File: src/rtl/cobra_boot_loader_if.sv
// rtl/cobra_boot_loader_if.sv - byte-stream, instruction-RAM write and core-control signals of the boot loader
// slave is the loader; master is whatever feeds bytes and watches the result.
interface cobra_boot_loader_if;
    logic [7:0]  rx_data_i;
    logic        rx_valid_i;
    logic        rx_ready_o;
    logic        reload_i;
    logic        mem_we_o;
    logic [31:0] mem_addr_o;
    logic [31:0] mem_wdata_o;
    logic        core_rst_o;
    logic        busy_o;
    logic        done_o;
    logic        err_o;

    modport slave (
        input  rx_data_i, rx_valid_i, reload_i,
        output rx_ready_o, mem_we_o, mem_addr_o, mem_wdata_o,
        output core_rst_o, busy_o, done_o, err_o
    );

    modport master (
        output rx_data_i, rx_valid_i, reload_i,
        input  rx_ready_o, mem_we_o, mem_addr_o, mem_wdata_o,
        input  core_rst_o, busy_o, done_o, err_o
    );
endinterface

File: src/rtl/cobra_boot_loader.sv
// rtl/cobra_boot_loader.sv - loads a length-prefixed, XOR-checked program into instruction RAM
// The core is held in reset until the whole program has been written and the checksum matches.
module cobra_boot_loader #(
    parameter int ADDR_W = 10
) (
    input  logic                 clk_i,
    input  logic                 rst_i,
    cobra_boot_loader_if.slave   if_bus
);
    localparam int             IW    = ADDR_W + 1;
    localparam logic [16:0]    MAX_N = 17'(2 ** ADDR_W);

    typedef enum logic [2:0] {
        S_LEN_LO,
        S_LEN_HI,
        S_DATA,
        S_CHK,
        S_DONE,
        S_ERR
    } state_t;

    state_t          r_state;
    logic [15:0]     r_len;
    logic [7:0]      r_xor;
    logic [1:0]      r_bcnt;
    logic [23:0]     r_asm;
    logic [IW-1:0]   r_widx;
    logic            r_we;
    logic [31:0]     r_addr;
    logic [31:0]     r_wdata;

    logic            w_ready;
    logic            w_accept;
    logic [7:0]      w_byte;
    logic [15:0]     w_len_full;
    logic [IW-1:0]   w_next_idx;

    assign w_ready    = (r_state == S_LEN_LO) || (r_state == S_LEN_HI) ||
                        (r_state == S_DATA)   || (r_state == S_CHK);
    assign w_accept   = if_bus.rx_valid_i & w_ready;
    assign w_byte     = if_bus.rx_data_i;
    assign w_len_full = {w_byte, r_len[7:0]};
    assign w_next_idx = r_widx + 1'b1;

    always_ff @(posedge clk_i or posedge rst_i) begin
        if (rst_i) begin
            r_state <= S_LEN_LO;
            r_len   <= '0;
            r_xor   <= '0;
            r_bcnt  <= '0;
            r_asm   <= '0;
            r_widx  <= '0;
            r_we    <= 1'b0;
            r_addr  <= '0;
            r_wdata <= '0;
        end else begin
            r_we <= 1'b0;
            if (if_bus.reload_i) begin
                r_state <= S_LEN_LO;
                r_xor   <= '0;
                r_bcnt  <= '0;
                r_asm   <= '0;
                r_widx  <= '0;
            end else if (w_accept) begin
                case (r_state)
                    S_LEN_LO: begin
                        r_len[7:0] <= w_byte;
                        r_xor      <= w_byte;
                        r_state    <= S_LEN_HI;
                    end
                    S_LEN_HI: begin
                        r_len[15:8] <= w_byte;
                        r_xor       <= r_xor ^ w_byte;
                        if ({1'b0, w_len_full} > MAX_N)
                            r_state <= S_ERR;
                        else if (w_len_full == 16'd0)
                            r_state <= S_CHK;
                        else
                            r_state <= S_DATA;
                    end
                    S_DATA: begin
                        r_xor <= r_xor ^ w_byte;
                        if (r_bcnt == 2'd3) begin
                            // Fourth byte completes the word; first byte received lands in bits 7:0.
                            r_we    <= 1'b1;
                            r_addr  <= 32'({r_widx, 2'b00});
                            r_wdata <= {w_byte, r_asm};
                            r_widx  <= w_next_idx;
                            r_bcnt  <= 2'd0;
                            if (17'(w_next_idx) == {1'b0, r_len})
                                r_state <= S_CHK;
                        end else begin
                            r_asm  <= {w_byte, r_asm[23:8]};
                            r_bcnt <= r_bcnt + 2'd1;
                        end
                    end
                    S_CHK: begin
                        r_state <= (w_byte == r_xor) ? S_DONE : S_ERR;
                    end
                    default: r_state <= r_state;
                endcase
            end
        end
    end

    assign if_bus.rx_ready_o  = w_ready;
    assign if_bus.busy_o      = w_ready;
    assign if_bus.done_o      = (r_state == S_DONE);
    assign if_bus.err_o       = (r_state == S_ERR);
    assign if_bus.core_rst_o  = (r_state != S_DONE);
    assign if_bus.mem_we_o    = r_we;
    assign if_bus.mem_addr_o  = r_addr;
    assign if_bus.mem_wdata_o = r_wdata;
endmodule

File: src/flat_wrapper.sv
// flat-port wrapper written by rule: the top's interface ports become plain ports
module cobra_boot_loader_flat 
#(
    parameter int ADDR_W = 10
)
  (clk_i, rst_i, if_bus_rx_data_i, if_bus_rx_valid_i, if_bus_reload_i, if_bus_rx_ready_o, if_bus_mem_we_o, if_bus_mem_addr_o, if_bus_mem_wdata_o, if_bus_core_rst_o, if_bus_busy_o, if_bus_done_o, if_bus_err_o);
  cobra_boot_loader_if if_bus_i ();
  input  logic clk_i;
  input  logic rst_i;
  input wire logic [$bits(if_bus_i.rx_data_i)-1:0] if_bus_rx_data_i;
  input wire logic [$bits(if_bus_i.rx_valid_i)-1:0] if_bus_rx_valid_i;
  input wire logic [$bits(if_bus_i.reload_i)-1:0] if_bus_reload_i;
  output wire logic [$bits(if_bus_i.rx_ready_o)-1:0] if_bus_rx_ready_o;
  output wire logic [$bits(if_bus_i.mem_we_o)-1:0] if_bus_mem_we_o;
  output wire logic [$bits(if_bus_i.mem_addr_o)-1:0] if_bus_mem_addr_o;
  output wire logic [$bits(if_bus_i.mem_wdata_o)-1:0] if_bus_mem_wdata_o;
  output wire logic [$bits(if_bus_i.core_rst_o)-1:0] if_bus_core_rst_o;
  output wire logic [$bits(if_bus_i.busy_o)-1:0] if_bus_busy_o;
  output wire logic [$bits(if_bus_i.done_o)-1:0] if_bus_done_o;
  output wire logic [$bits(if_bus_i.err_o)-1:0] if_bus_err_o;
  assign if_bus_i.rx_data_i = if_bus_rx_data_i;
  assign if_bus_i.rx_valid_i = if_bus_rx_valid_i;
  assign if_bus_i.reload_i = if_bus_reload_i;
  assign if_bus_rx_ready_o = if_bus_i.rx_ready_o;
  assign if_bus_mem_we_o = if_bus_i.mem_we_o;
  assign if_bus_mem_addr_o = if_bus_i.mem_addr_o;
  assign if_bus_mem_wdata_o = if_bus_i.mem_wdata_o;
  assign if_bus_core_rst_o = if_bus_i.core_rst_o;
  assign if_bus_busy_o = if_bus_i.busy_o;
  assign if_bus_done_o = if_bus_i.done_o;
  assign if_bus_err_o = if_bus_i.err_o;
  cobra_boot_loader #(.ADDR_W(ADDR_W)) u_core (.clk_i(clk_i), .rst_i(rst_i), .if_bus(if_bus_i));
endmodule
File: config.mk
export PLATFORM = sky130hd
export DESIGN_NAME = cobra_boot_loader_flat
export DESIGN_NICKNAME = d
export VERILOG_FILES = /design/src/rtl/cobra_boot_loader_if.sv /design/src/rtl/cobra_boot_loader.sv /design/src/flat_wrapper.sv
export SDC_FILE = /design/constraint.sdc
export NUM_CORES = 1
export LEC_CHECK = 0
export CAP_MARGIN = 20
export CELL_PAD_IN_SITES_DETAIL_PLACEMENT = 0
export CELL_PAD_IN_SITES_GLOBAL_PLACEMENT = 1
export CORE_MARGIN = 3
export CORE_UTILIZATION = 35
export CTS_CLUSTER_SIZE = 20
export DETAILED_ROUTE_END_ITERATION = 8
export PLACE_DENSITY = 0.71
export SYNTH_ARGS = -nofsm -noshare
export SYNTH_HDL_FRONTEND = slang
export SYNTH_SLANG_ARGS = --single-unit
File: constraint.sdc
create_clock -name clk_i -period 4.05 [get_ports clk_i]
set_clock_uncertainty 0.1 [all_clocks]
set_input_delay 1.215 -clock clk_i [delete_from_list [all_inputs] [get_ports clk_i]]
set_output_delay 1.215 -clock clk_i [all_outputs]
set_load 0.005 [all_outputs]
==> results.txt <==
Area added between synthesis and finish - 19.01%
M2 GR Usage - 26.09%
Detailed Route WL - 11.97 mm
Max stage delay cell, worst path - clkdlybuf4s50_1
Full die area - 0.01613 mm^2
Tcrit/Tclk final - 80.18%
Min-delay src - u_core.if_bus.mem_wdata_o[1]
RSZ-0062 raised after global routing - no
Final hold vios - 0
Clk root buf - clkbuf_16
Critical Path Start - u_core.r_state[2]
Async SR Flop Fraction - 100.0%
Synth cell count leaders - 155 x nand2_1, 108 x dfrtp_1, 31 x a21oi_1, 31 x mux2_2, 28 x buf_4
Io pins - 82
Post-synthesis sequential area ratio - 52.72%
CP Max Fanout - 7
Largest family of logic cells by synthesized area - simple AND/OR/NAND/NOR gates
Synth Area in Compound Gates - 7.347%
Dpl hpwl - 8.312 mm
Peak Freq - 0.3080 GHz
Slew Viols, Final - 0
Count leader, synth - nand2_1
CP arrival - 1.93 ns
Diodes inserted - 0
Max-Cap Viols - 0
Crit path cell chain - inv_1, or3_1, inv_1, clkdlybuf4s50_1
Tightest Hold Check Type - flip-flop to flip-flop
Setup violators final - 0
Worst r2r dst - u_core.r_state[0]
Die Span X - 127.0 um
Slew headroom - 50.27%
Startpoint class of the critical path - flip-flop
Filler cells - 1,388
Min cycle time layout - 3.247 ns
Hold EP - u_core.if_bus.mem_wdata_o[1]
Leakage power - 2.701 nW
Routed vias - 3,774
Fin worst setup slack - 0.8029 ns
Share of the synthesized area in the top cell type - 52.72%
Cell taking the most area after synthesis - dfrtp_1
Vias per cell - 4.927
Routed wire per std cell - 15.63 um
Post-Synth XOR/XNOR Area - 4.955%
First-pass GRT wire length - 20.02 mm
Adder-cell area share of the yosys netlist - 0.4882%
Worst r2r path cells - 7
Total core area - 0.01410 mm^2
Mux cell area share after synthesis - 7.005%
Worst-path clk slew - 0.07 ns
Inserted Clock Buffers - 9
Area of the mapped netlist - 0.005126 mm^2
Yosys warns - 0
CP max stage delay - 0.49 ns
Simple-gate share of the synthesized area - 20.14%
Std-Cell Rows - 43
Flop-to-flop setup slack - 1.65 ns
Peak supply drop - 0.2075 mV
Remaining antenna violation count after routing - 0
Tightest Pin Transition - 0.7460 ns
Top FF cell, synth - dfrtp_1
PostCTS Resize Cnt - 0
Clk sink count - 108
All-Layer GR Usage - 15.56%
DRC violations left - 0
GPL Wtd Cong - 0.8181
H-tree depth - 3
Share of layout cells above drive strength 1 - 12.12%
Number of synthesized flops with an enable pin - 0
Overflow after GRT - 0
Synth area leaders - dfrtp_1 53%, nand2_1 11%, mux2_2 6.8%
Pwr Density - 371.4 mW/mm^2
Most used cell, CP - inv_1
Clk Latency, worst-skew pair - 0.36 ns
Synth Register Bits - 108
Postcts setup bufs - 0
CP required - 2.73 ns
Port Buf Inserts - 60
Crit Path Class - flip-flop to output port
1st-pass router iterations - 4
Hold Path Stages - 2
M1 GR Usage - 20.46%
Largest net degree at the start of global routing - 109
CP Capture Type - output port
Layout Nets - 595
Number of DRC markers in iteration 0 - 219
Hold Buf Count CTS - 0
Met3 usage - 3.052%
Vias in the first global route - 3,822
Initial Utilization - 36.37%
Initial antenna violation count - 0
Synth unique cells - 49
Gr busiest metal - met2
Fin Setup TNS - 0 ns
Pre-CTS setup slack - 0.6205 ns
Clk buf depth - 2
Reg-to-Reg Start - u_core.r_widx[0]
Avg Cell Area, Syn - 9.636 um^2
Clock tree from TritonCTS - built
Die Y - 127.0 um
Post-Syn Instances - 532
Result of the run - finished, final reports clean
==> per-layer routing <==
layer  vias up  wire (um)
met4         0        124
met1      1834       5241
met2        86       6083
met5         -          0
li1       1843          -
met3        11        521
==> metrics by stage <==
stage	hold WS [ns]	util, %	std cells	instance area [um^2]	power [mW]
floorplan	0.3385	-	552	5205	1.361
detailed placement	0.3594	41.21	750	5809	1.424
CTS	0.3773	43.28	766	6101	2.299
global route	0.4005	43.28	766	6101	2.369
global placement	0.3599	41.21	750	5809	1.416
finish	0.3731	43.28	766	6101	2.266
==> where the power goes <==
part	internal, mW	switching [mW]
Combinational	0.103	0.118
Clock	0.445	0.419
Sequential	1.13	0.0492
Total	1.68	0.587
==> final cells by class <==
type                       instances  area (um^2)  share of cell area (%)
clock buffer                      10        239.0                   3.917
clock inverter                     6        52.55                  0.8614
inverter                           9        37.54                  0.6153
multi-input combinational        379         2126                   34.84
sequential                       108         2703                   44.30
tap                              180        225.2                   3.692
timing repair buffer              74        718.2                   11.77
==> critical path, delay by kind of cell, from the launching register on <==
family / cells / cell delay (ns)
buffers and inverters: 3 / 0.75
DFF: 1 / 0.44
and+or+nand+nor: 1 / 0.39
==> state kept, by name, indices dropped and copies added, names as in the netlist <==
| name | flops |
|---|---|
| u_core.r_widx | 11 |
| u_core.r_asm | 24 |
| u_core.r_len | 16 |
| u_core.if_bus.mem_addr_o | 11 |
| u_core.r_state | 3 |
| u_core.if_bus.mem_we_o | 1 |
| u_core.r_xor | 8 |
| u_core.if_bus.mem_wdata_o | 32 |
| u_core.r_bcnt | 2 |
==> logic make-up (layout without fill, tap and decap cells) <==
| logic type | Yosys count | in the layout |
|---|---|---|
| AOI/OAI and AO/OA | 62 | 62 |
| xor gates and xnor gates | 29 | 29 |
| adders and majority gates | 2 | 2 |
| buffers and inverters | 65 | 99 |
| DFF | 108 | 108 |
| muxes | 32 | 32 |
| other | 1 | 21 |
| and+or+nand+nor | 233 | 233 |
==> how the worst max path moves through the flow <==
stage | endpoint | slack [ns] | cells after the start
floorplan | u_core.r_state[0] | 1.32 | 7
global placement | u_core.if_bus.mem_wdata_o[24] | 0.70 | 6
detailed placement | u_core.r_state[0] | 0.62 | 7
CTS | if_bus_done_o | 0.79 | 4
global route | if_bus_done_o | 0.70 | 4
finish | if_bus_done_o | 0.80 | 4
==> cells in the final DEF (no fill, tap or decap), types with 15 or more instances in the layout <==
| cell | n |
|---|---|
| xnor2_1 | 16 |
| nand4_1 | 15 |
| dfrtp_1 | 108 |
| nor2_1 | 21 |
| conb_1 | 21 |
| mux2_2 | 31 |
| a21oi_1 | 31 |
| nand2_1 | 155 |
| clkdlybuf4s50_1 | 60 |
Power figures use the tool's default switching activity.
